===== src/rtl/hamming_scrubber.sv =====
// Hamming SECDED memory scrubber.
// Walks addresses 0..DEPTH-1 once per start_i pulse. Each word is read and
// decoded. Single-bit errors are corrected and written back. Double errors
// are only counted. A programmable idle gap precedes every read.
// Codeword layout: bit 0 holds overall parity. Positions 1..CW-1 form a
// classic Hamming code with check bits at the power-of-two positions.
// Ports:
//   clk, rst            clock, synchronous active-high reset
//   start_i, interval_i pass trigger, idle cycles before each read
//   mem_req_o/we_o/addr_o/wdata_o, mem_gnt_i   request channel
//   mem_rvalid_i, mem_rdata_i                   read-return channel
//   busy_o, done_o                              pass status
//   corr_cnt_o, uncorr_cnt_o, last_err_addr_o   scrub statistics

package gray_area_package;
    // Smallest r with 2**r >= data_width + r + 1.
    function automatic int unsigned hamming_address_width(input int unsigned data_width);
        int unsigned r;
        r = 1;
        while ((32'd1 << r) < (data_width + r + 1)) r = r + 1;
        return r;
    endfunction
endpackage

// Combinational SECDED decoder: num_errors_o is 0, 1 (correctable at
// fault_location_o) or 2 (uncorrectable).
module hamming_decode #(
    parameter int unsigned  DATA_WIDTH = 32,
    localparam int unsigned HW = gray_area_package::hamming_address_width(DATA_WIDTH),
    localparam int unsigned CW = DATA_WIDTH + HW + 1
) (
    input  logic [CW-1:0] codeword_i,
    output logic [1:0]    num_errors_o,
    output logic [HW-1:0] fault_location_o
);
    logic [HW-1:0] syndrome;
    logic          parity;

    always_comb begin
        syndrome = '0;
        for (int i = 1; i < int'(CW); i++) begin
            if (codeword_i[i]) syndrome = syndrome ^ HW'(i);
        end
        parity           = ^codeword_i;
        fault_location_o = syndrome;
        if (!parity) begin
            num_errors_o = (syndrome == '0) ? 2'd0 : 2'd2;
        end else if (syndrome > HW'(CW - 1)) begin
            // Odd parity but syndrome points outside the word: not a single flip.
            num_errors_o = 2'd2;
        end else begin
            num_errors_o = 2'd1;
        end
    end
endmodule

module hamming_scrubber #(
    parameter int unsigned  DATA_WIDTH = 32,
    parameter int unsigned  DEPTH      = 256,
    parameter int unsigned  INTERVAL_W = 16,
    localparam int unsigned HW = gray_area_package::hamming_address_width(DATA_WIDTH),
    localparam int unsigned CW = DATA_WIDTH + HW + 1,
    localparam int unsigned AW = $clog2(DEPTH)
) (
    input  logic                  clk,
    input  logic                  rst,
    input  logic                  start_i,
    input  logic [INTERVAL_W-1:0] interval_i,
    output logic                  mem_req_o,
    output logic                  mem_we_o,
    output logic [AW-1:0]         mem_addr_o,
    output logic [CW-1:0]         mem_wdata_o,
    input  logic                  mem_gnt_i,
    input  logic                  mem_rvalid_i,
    input  logic [CW-1:0]         mem_rdata_i,
    output logic                  busy_o,
    output logic                  done_o,
    output logic [15:0]           corr_cnt_o,
    output logic [15:0]           uncorr_cnt_o,
    output logic [AW-1:0]         last_err_addr_o
);
    typedef enum logic [2:0] {IDLE, GAP, RD_REQ, RD_WAIT, CHECK, WR_REQ, NEXT} state_t;

    state_t                state_q, state_d;
    logic [INTERVAL_W-1:0] gap_q, interval_q;
    logic [CW-1:0]         rdata_q;
    logic [1:0]            num_errors;
    logic [HW-1:0]         fault_loc;

    logic start_pass, gap_dec, capture, log_corr, log_uncorr, advance, pass_end;

    hamming_decode #(.DATA_WIDTH(DATA_WIDTH)) u_decode (
        .codeword_i       (rdata_q),
        .num_errors_o     (num_errors),
        .fault_location_o (fault_loc)
    );

    // Next-state and per-cycle action decode.
    always_comb begin
        state_d    = state_q;
        start_pass = 1'b0;
        gap_dec    = 1'b0;
        capture    = 1'b0;
        log_corr   = 1'b0;
        log_uncorr = 1'b0;
        advance    = 1'b0;
        pass_end   = 1'b0;
        case (state_q)
            IDLE: begin
                // done_o high means the previous pass ends this cycle; drop start.
                if (start_i && !done_o) begin
                    start_pass = 1'b1;
                    state_d    = GAP;
                end
            end
            GAP: begin
                if (gap_q == '0) state_d = RD_REQ;
                else             gap_dec = 1'b1;
            end
            RD_REQ: begin
                if (mem_gnt_i) state_d = RD_WAIT;
            end
            RD_WAIT: begin
                if (mem_rvalid_i) begin
                    capture = 1'b1;
                    state_d = CHECK;
                end
            end
            CHECK: begin
                case (num_errors)
                    2'd1: begin
                        log_corr = 1'b1;
                        state_d  = WR_REQ;
                    end
                    2'd2: begin
                        log_uncorr = 1'b1;
                        state_d    = NEXT;
                    end
                    default: state_d = NEXT;
                endcase
            end
            WR_REQ: begin
                if (mem_gnt_i) state_d = NEXT;
            end
            NEXT: begin
                if (mem_addr_o == AW'(DEPTH - 1)) begin
                    pass_end = 1'b1;
                    state_d  = IDLE;
                end else begin
                    advance = 1'b1;
                    state_d = GAP;
                end
            end
            default: state_d = IDLE;
        endcase
    end

    // State, request outputs and statistics registers.
    always_ff @(posedge clk) begin
        if (rst) begin
            state_q         <= IDLE;
            gap_q           <= '0;
            interval_q      <= '0;
            rdata_q         <= '0;
            mem_req_o       <= 1'b0;
            mem_we_o        <= 1'b0;
            mem_addr_o      <= '0;
            mem_wdata_o     <= '0;
            busy_o          <= 1'b0;
            done_o          <= 1'b0;
            corr_cnt_o      <= '0;
            uncorr_cnt_o    <= '0;
            last_err_addr_o <= '0;
        end else begin
            state_q   <= state_d;
            mem_req_o <= (state_d == RD_REQ) || (state_d == WR_REQ);
            mem_we_o  <= (state_d == WR_REQ);
            busy_o    <= (state_d != IDLE);
            done_o    <= pass_end;

            if (start_pass) begin
                mem_addr_o   <= '0;
                gap_q        <= interval_i;
                interval_q   <= interval_i;
                corr_cnt_o   <= '0;
                uncorr_cnt_o <= '0;
            end else if (advance) begin
                mem_addr_o <= mem_addr_o + AW'(1);
                gap_q      <= interval_q;
            end else if (gap_dec) begin
                gap_q <= gap_q - INTERVAL_W'(1);
            end

            if (capture) rdata_q <= mem_rdata_i;

            if (log_corr) begin
                if (corr_cnt_o != 16'hFFFF) corr_cnt_o <= corr_cnt_o + 16'd1;
                last_err_addr_o <= mem_addr_o;
                mem_wdata_o     <= rdata_q ^ (CW'(1) << fault_loc);
            end

            if (log_uncorr) begin
                if (uncorr_cnt_o != 16'hFFFF) uncorr_cnt_o <= uncorr_cnt_o + 16'd1;
                last_err_addr_o <= mem_addr_o;
            end
        end
    end
endmodule


===== config.mk =====
export PLATFORM = sky130hd
export DESIGN_NAME = hamming_scrubber
export DESIGN_NICKNAME = d
export VERILOG_FILES = /design/src/rtl/hamming_scrubber.sv
export SDC_FILE = /design/constraint.sdc
export NUM_CORES = 1
export LEC_CHECK = 0
export CAP_MARGIN = 20
export CORE_ASPECT_RATIO = 1.2
export CORE_UTILIZATION = 48
export CTS_BUF_LIST = sky130_fd_sc_hd__clkbuf_16
export CTS_CLUSTER_SIZE = 30
export DETAILED_ROUTE_END_ITERATION = 16
export PLACE_DENSITY = 0.74
export SYNTH_ARGS = -nofsm -noshare
export SYNTH_HDL_FRONTEND = slang
export SYNTH_SLANG_ARGS = --single-unit

===== constraint.sdc =====
create_clock -name clk -period 3.4 [get_ports clk]
set_clock_uncertainty 0.05 [all_clocks]
set_input_delay 0.51 -clock clk [delete_from_list [all_inputs] [get_ports clk]]
set_output_delay 0.51 -clock clk [all_outputs]
set_load 0.02 [all_outputs]

==> flow_metrics.env, run 1 <==
export IMPL_status="complete, no violations"
export IMPL_synth_edff_count=0
export IMPL_route_detailed_drc=0
export IMPL_die_area_um2=17800
export IMPL_r2r_slack_ns=0.12
export IMPL_finalMaxSlewViolations=0
export IMPL_reg2reg_to="mem_req_o$_SDFF_PP0_"
export IMPL_final_antenna_net_count=0
export IMPL_nNetsFinal=1219
export IMPL_coreArea_um2=16900
export IMPL_cts_root_buf="clkbuf_16"
export IMPL_dr_pass1_iters=5
export IMPL_place_area_um2=10000
export IMPL_startpoint_type="register"
export IMPL_grt_pass1_vias=7210
export IMPL_routed_wl_um=21700
export IMPL_numCtsBuffers=17
export IMPL_cts_tree="built"
export IMPL_ys_types=64
export IMPL_grt_pass1_wl_um=35200
export IMPL_max_freq_ghz=0.305
export IMPL_syn_area_per_cell_um2=8.12
export IMPL_holdPathStages=2
export IMPL_core_rowCount=52
export IMPL_setup_viol=0
export IMPL_fin_area_um2=10700
export IMPL_min_period_over_period_pct=96.4
export IMPL_portBuffers=150
export IMPL_yosysMostFrequentCell="nand2_1"
export IMPL_hold_buffers=0
export IMPL_grtUsageTotal_pct=25.0
export IMPL_maxCapViolations=0
export IMPL_rr_startpoint="rdata_q[26]$_SDFFE_PP0P_"
export IMPL_htree_levels=4
export IMPL_synth_ff_type="dfxtp_1"
export IMPL_hold_violations=0
export IMPL_drive_gt1_share_pct=7.88
export IMPL_critPathKind="reg2reg"
export IMPL_worst_pin_slew_ns=0.724
export IMPL_cellLeakagePower_nw=3.61
export IMPL_die_width_um=122
export IMPL_yosys_top_cells_area="dfxtp_1, xnor2_1, nand2_1"
export IMPL_rsz0062_at_grt="false"
export IMPL_yosys_area_top_type="dfxtp_1"
export IMPL_hold_start="rst"
export IMPL_hold_end="corr_cnt_o[12]$_SDFF_PP0_"
export IMPL_finalPower_mw=4.60
export IMPL_dp_hpwl_um=15000
export IMPL_slew_headroom_pct=51.7
export IMPL_antenna_found_initial=1
export IMPL_wl_per_cell_um=15.7
export IMPL_clock_latency_ns=0.44
export IMPL_arrival_ns=3.55
export IMPL_peakVddDrop_v=0.000329
export IMPL_setup_tns_ns=0
export IMPL_grt_ovfl_total=0
export IMPL_syn_cell_area_um2=8310
export IMPL_clkSlewWorstSetupHoldPaths_ns=0.06
export IMPL_cp_max_fo=4
export IMPL_hold_path_class="in2reg"
export IMPL_cp_end_kind="register"
export IMPL_period_minus_slack_ns=3.28
export IMPL_pwr_density_cell_nw_per_um2=429
export IMPL_synth_cells=1023
export IMPL_required_ns=3.67
export IMPL_ys_warn_count=0
export IMPL_yosys_register_bits=165
export IMPL_via_per_inst=5.55
export IMPL_synth_fp_nets=1087
export IMPL_clock_sinks=165
export IMPL_synthArstFlopShare_pct=0
export IMPL_route_vias_total=7678
export IMPL_seq_area_frac_synth_pct=39.8
export IMPL_ios=151
export IMPL_first_iter_violations=434
export IMPL_cts_buffer_depth=2
export IMPL_start_util_pct=49.1
export IMPL_yosys_top_cells_count="nand2_1, dfxtp_1, nor2_1, xnor2_1, a21oi_1"
export IMPL_reg2reg_depth=9
export IMPL_synth_top_cell_area_share_pct=39.8
export IMPL_num_antenna_cells=0
export IMPL_gp_congestion=0.823
export IMPL_die_height_um=146
export IMPL_syn_to_final_growth_pct=29.0
export IMPL_grt_max_degree=92
-- how the worst max path moves through the flow --
stage,start,end,cells after the start,slack (ns)
after global routing,rdata_q[14]$_SDFFE_PP0P_,corr_cnt_o[2]$_SDFF_PP0_,10,0.008
after global placement,rdata_q[23]$_SDFFE_PP0P_,mem_req_o$_SDFF_PP0_,9,0.14
after CTS,rdata_q[14]$_SDFFE_PP0P_,uncorr_cnt_o[13]$_SDFF_PP0_,10,0.02
after floorplan,rdata_q[23]$_SDFFE_PP0P_,mem_req_o$_SDFF_PP0_,9,0.22
final,rdata_q[26]$_SDFFE_PP0P_,mem_req_o$_SDFF_PP0_,9,0.12
after detailed placement,rdata_q[14]$_SDFFE_PP0P_,uncorr_cnt_o[8]$_SDFF_PP0_,9,0.07
-- logic make-up (layout without fill, tap and decap cells) --
kind of cell,count (synthesis),in the layout,share of synthesized area (%)
xor+xnor,127,127,14.5
mux,6,6,0.813
buf+inv,76,221,3.78
simple gates,428,428,23.7
flops,165,165,39.8
fa+ha+maj,4,4,0.602
compound gates,217,217,16.8
-- metal layers --
metal	wire length [um]	vias to the layer above	track usage, %
met2	10800	199	42.2
li1	-	3828	-
met3	1280	45	6.17
met4	524	2	11.3
met1	9100	3604	29.6
met5	13	-	0
-- flip-flops by register name (all words and copies together), names as in the netlist --
signal and cells:
busy_o 1, corr_cnt_o 16, done_o 1, gap_q 16
interval_q 16, last_err_addr_o 8, mem_addr_o 8, mem_req_o 1
mem_wdata_o 39, mem_we_o 1, rdata_q 39, state_q 3
uncorr_cnt_o 16
-- cell type report --
cell class                 instances  area [um^2]
fill                            1499         6190
multi-input combinational        782         4750
sequential                       165         3300
timing repair buffer             183         1760
clock buffer                      17          425
tap                              216          270
clock inverter                    15          189
inverter                           6         22.5
-- cell usage in the layout (no fill, tap or decap), drive strengths merged, types with 10 or more instances in the layout --
cell type and n:
a211oi 39, a21oi 79, a31oi 12, buf 34, clkbuf 17, clkdlybuf4s50 149
dfxtp 165, nand2 176, nand3 42, nand3b 10, nand4 15, nor2 106
nor3 16, o211ai 21, o21ai 24, or3 13, xnor2 87, xor2 35
-- metrics by stage --
step	instances	setup WS [ns]	utilization, %	hold slack [ns]
2_1_floorplan	1023	0.220	-	0.386
3_3_place_gp	1349	0.139	59.3	0.392
3_5_place_dp	1349	0.0737	59.3	0.397
4_1_cts	1381	0.0175	62.9	0.367
5_1_grt	1384	0.00767	63.4	0.395
6_report	1384	0.123	63.4	0.379
-- worst max-delay path, stage by stage, from the launching register on --
cell	delay, ns
dfxtp_1	0.35
xnor2_1	0.29
xnor3_1	0.37
xnor3_2	0.30
xnor2_4	0.23
nand2_2	0.09
or4b_4	0.57
and3_4	0.21
or3_4	0.40
mux2_4	0.30
-- timing repair --
item                                    4_1_cts  5_1_grt
endpoints found under the setup margin        0       15
buffers inserted                              0        3
resized for setup                             0        9
-- where the power goes --
group	switching [mW]	total, mW	internal [mW]
clock	0.800	2.02	1.22
combinational	0.293	0.541	0.247
sequential	0.0546	2.04	1.99
Power figures use the tool's default switching activity.
==> inputs of run 2 (changes only) <==
CTS_CLUSTER_DIAMETER = 80   (was default)
==> results of run 2 <==
Final layout, timing and power as in run 1 (identical DEF).
==> inputs of run 3 (changes only) <==
ABC_AREA = 1   (was default)
CORE_UTILIZATION = 49   (was 48)
SYNTH_HIERARCHICAL = 1   (was default)
==> flow_metrics.env, run 3 <==
export IMPL_status="complete, no violations"
export IMPL_coreArea_um2=19500
export IMPL_rsz0062_at_grt="false"
export IMPL_arrival_ns=3.35
export IMPL_cellLeakagePower_nw=5.37
export IMPL_grt_ovfl_total=0
export IMPL_ios=151
export IMPL_drive_gt1_share_pct=6.44
export IMPL_wl_per_cell_um=13.7
export IMPL_yosysMostFrequentCell="nand2_1"
export IMPL_post_cts_resized=0
export IMPL_via_per_inst=5.03
export IMPL_synth_edff_count=0
export IMPL_yosys_register_bits=165
export IMPL_internal_power_mw=3.35
export IMPL_maxCapViolations=0
export IMPL_nNetsFinal=1774
export IMPL_dr_pass1_iters=6
export IMPL_setup_tns_ns=0
export IMPL_synth_top_cell_area_share_pct=33.8
export IMPL_die_width_um=131
export IMPL_required_ns=3.68
export IMPL_finalMaxSlewViolations=0
export IMPL_slew_headroom_pct=52.5
export IMPL_cts_root_buf="clkbuf_16"
export IMPL_fin_area_um2=12000
export IMPL_cp_end_kind="register"
export IMPL_hold_violations=0
export IMPL_power_frac_seq_pct=43.4
export IMPL_die_height_um=157
export IMPL_syn_cell_area_um2=9770
export IMPL_critPathKind="reg2reg"
export IMPL_ys_warn_count=6
export IMPL_startpoint_type="register"
export IMPL_grtUsageTotal_pct=26.7
export IMPL_period_minus_slack_ns=3.08
export IMPL_yosys_top_cells_area="dfxtp_1, nand2_1, inv_1"
export IMPL_cp_max_fo=48
export IMPL_start_util_pct=50.0
export IMPL_gp_congestion=1.01
export IMPL_final_antenna_net_count=0
export IMPL_first_iter_violations=607
export IMPL_dp_hpwl_um=20300
export IMPL_yosys_area_top_type="dfxtp_1"
export IMPL_grt_max_degree=71
export IMPL_synthArstFlopShare_pct=0
export IMPL_fin_util_pct=61.5
export IMPL_yosys_top_cells_count="nand2_1, inv_1, nor2_1, dfxtp_1, o21ai_0"
export IMPL_power_switching_mw=1.36
export IMPL_clock_latency_ns=0.44
export IMPL_clkSlewWorstSetupHoldPaths_ns=0.07
export IMPL_max_freq_ghz=0.325
export IMPL_top_regs="mem_wdata_o (39), rdata_q (39)"
export IMPL_synth_fp_nets=1648
export IMPL_grt_pass1_wl_um=42600
export IMPL_route_detailed_drc=0
export IMPL_portBuffers=150
export IMPL_core_rowCount=56
export IMPL_cts_buffer_depth=2
export IMPL_worst_pin_slew_ns=0.712
export IMPL_layout_common_cells="nand2_1, inv_1, nor2_1, dfxtp_1, clkdlybuf4s50_1"
export IMPL_grt_pass1_vias=8715
export IMPL_cpMostUsedCell="nand2_1"
export IMPL_num_antenna_cells=0
export IMPL_post_cts_buffers=0
export IMPL_hold_buffers=0
export IMPL_clock_sinks=165
export IMPL_min_period_over_period_pct=90.5
export IMPL_syn_area_per_cell_um2=6.17
export IMPL_syn_to_final_growth_pct=23.0
export IMPL_p_clk_share_pct=40.8
export IMPL_place_area_um2=11400
export IMPL_combPwrFrac_pct=15.8
export IMPL_numCtsBuffers=17
export IMPL_ys_types=43
export IMPL_seq_area_frac_synth_pct=33.8
export IMPL_final_common_cell="nand2_1"
export IMPL_peakVddDrop_v=0.000367
export IMPL_htree_levels=4
export IMPL_hold_path_class="reg2reg"
export IMPL_antenna_found_initial=0
export IMPL_route_vias_total=9979
export IMPL_sw_frac_of_total_pct=28.9
export IMPL_worstPathCellList="inv_1 > nand2_1 > nand2_1 > nand2_1 > nand2_1 > nand2_1 > nand2_1 > nand2_1 > nand3_2 > nand2_1 > nand3_2 > nor2_2 > nor2_2 > inv_1 > nand2_1 > nor2_4 > buf_12 > o21ai_0 > a21oi_1 > nor2_1"
export IMPL_cp_slowest_stage_delay_ns=0.56
export IMPL_synth_ff_type="dfxtp_1"
export IMPL_slowest_stage="dfxtp_1"
export IMPL_synth_cells=1584
export IMPL_die_area_um2=20500
export IMPL_pwr_density_cell_nw_per_um2=393
export IMPL_routed_wl_um=27200
export IMPL_finalPower_mw=4.72
export IMPL_setup_viol=0
export IMPL_cts_tree="built"
run 3: power groups by stage:
stage,sequential (mW),combinational (mW),clock [mW]
3_3_place_gp,2.09,0.730,0
5_1_grt,2.06,0.833,2.04
3_5_place_dp,2.09,0.733,0
4_1_cts,2.05,0.739,1.95
2_1_floorplan,2.08,0.544,0
6_report,2.05,0.743,1.93
run 3: logic make-up (layout without fill, tap and decap cells):
group | Yosys count | count (layout) | synth area share (%)
and+or+nand+nor | 823 | 823 | 35.7
buffers and inverters | 284 | 423 | 11.8
AOI/OAI and AO/OA | 262 | 262 | 14.1
DFF | 165 | 165 | 33.8
xor gates and xnor gates | 46 | 46 | 4.12
adders and majority gates | 4 | 4 | 0.512
run 3: per-layer routing:
layer  track usage, %  vias to the layer above  wire, um
met5                0                        -         0
met3             4.85                       52      1330
met4             9.09                        0       613
met1             31.6                     4446     11600
met2             47.8                      279     13600
li1                 -                     5202         -
run 3: through the flow:
stage	hold WS [ns]	worst slack [ns]	instances
final	0.410	0.324	1984
after global routing	0.432	0.0256	1984
after CTS	0.413	0.194	1984
after detailed placement	0.402	0.222	1952
after global placement	0.399	0.238	1952
after floorplan	0.390	0.950	1584
run 3: area by class of cell:
class	instances	area [um^2]
inverters	231	875
clock inverters	15	155
well taps	261	327
fillers	1862	7530
multi-input cells	1135	5320
repair buffers	160	1610
clock buffers	17	425
flip-flops and latches	165	3300
run 3: final timing paths:
check / slack [ns] / start / endpoint / cells past startpoint
setup reg to reg: 0.32 / rdata_q[11]$_SDFFE_PP0P_ / mem_wdata_o[38]$_SDFFE_PP0P_ / 20
hold / removal: 0.41 / interval_q[11]$_SDFFE_PP0P_ / interval_q[11]$_SDFFE_PP0P_ / 2
setup / recovery: 0.32 / rdata_q[11]$_SDFFE_PP0P_ / mem_wdata_o[38]$_SDFFE_PP0P_ / 20
hold reg to reg: 0.41 / interval_q[11]$_SDFFE_PP0P_ / interval_q[11]$_SDFFE_PP0P_ / 2
run 3: worst max-delay path: cells and delay by family (launching register included):
kind	cells	cell delay, ns
buffers and inverters	3	0.47
and+or+nand+nor	15	1.54
DFF	1	0.56
AOI/OAI and AO/OA	2	0.31
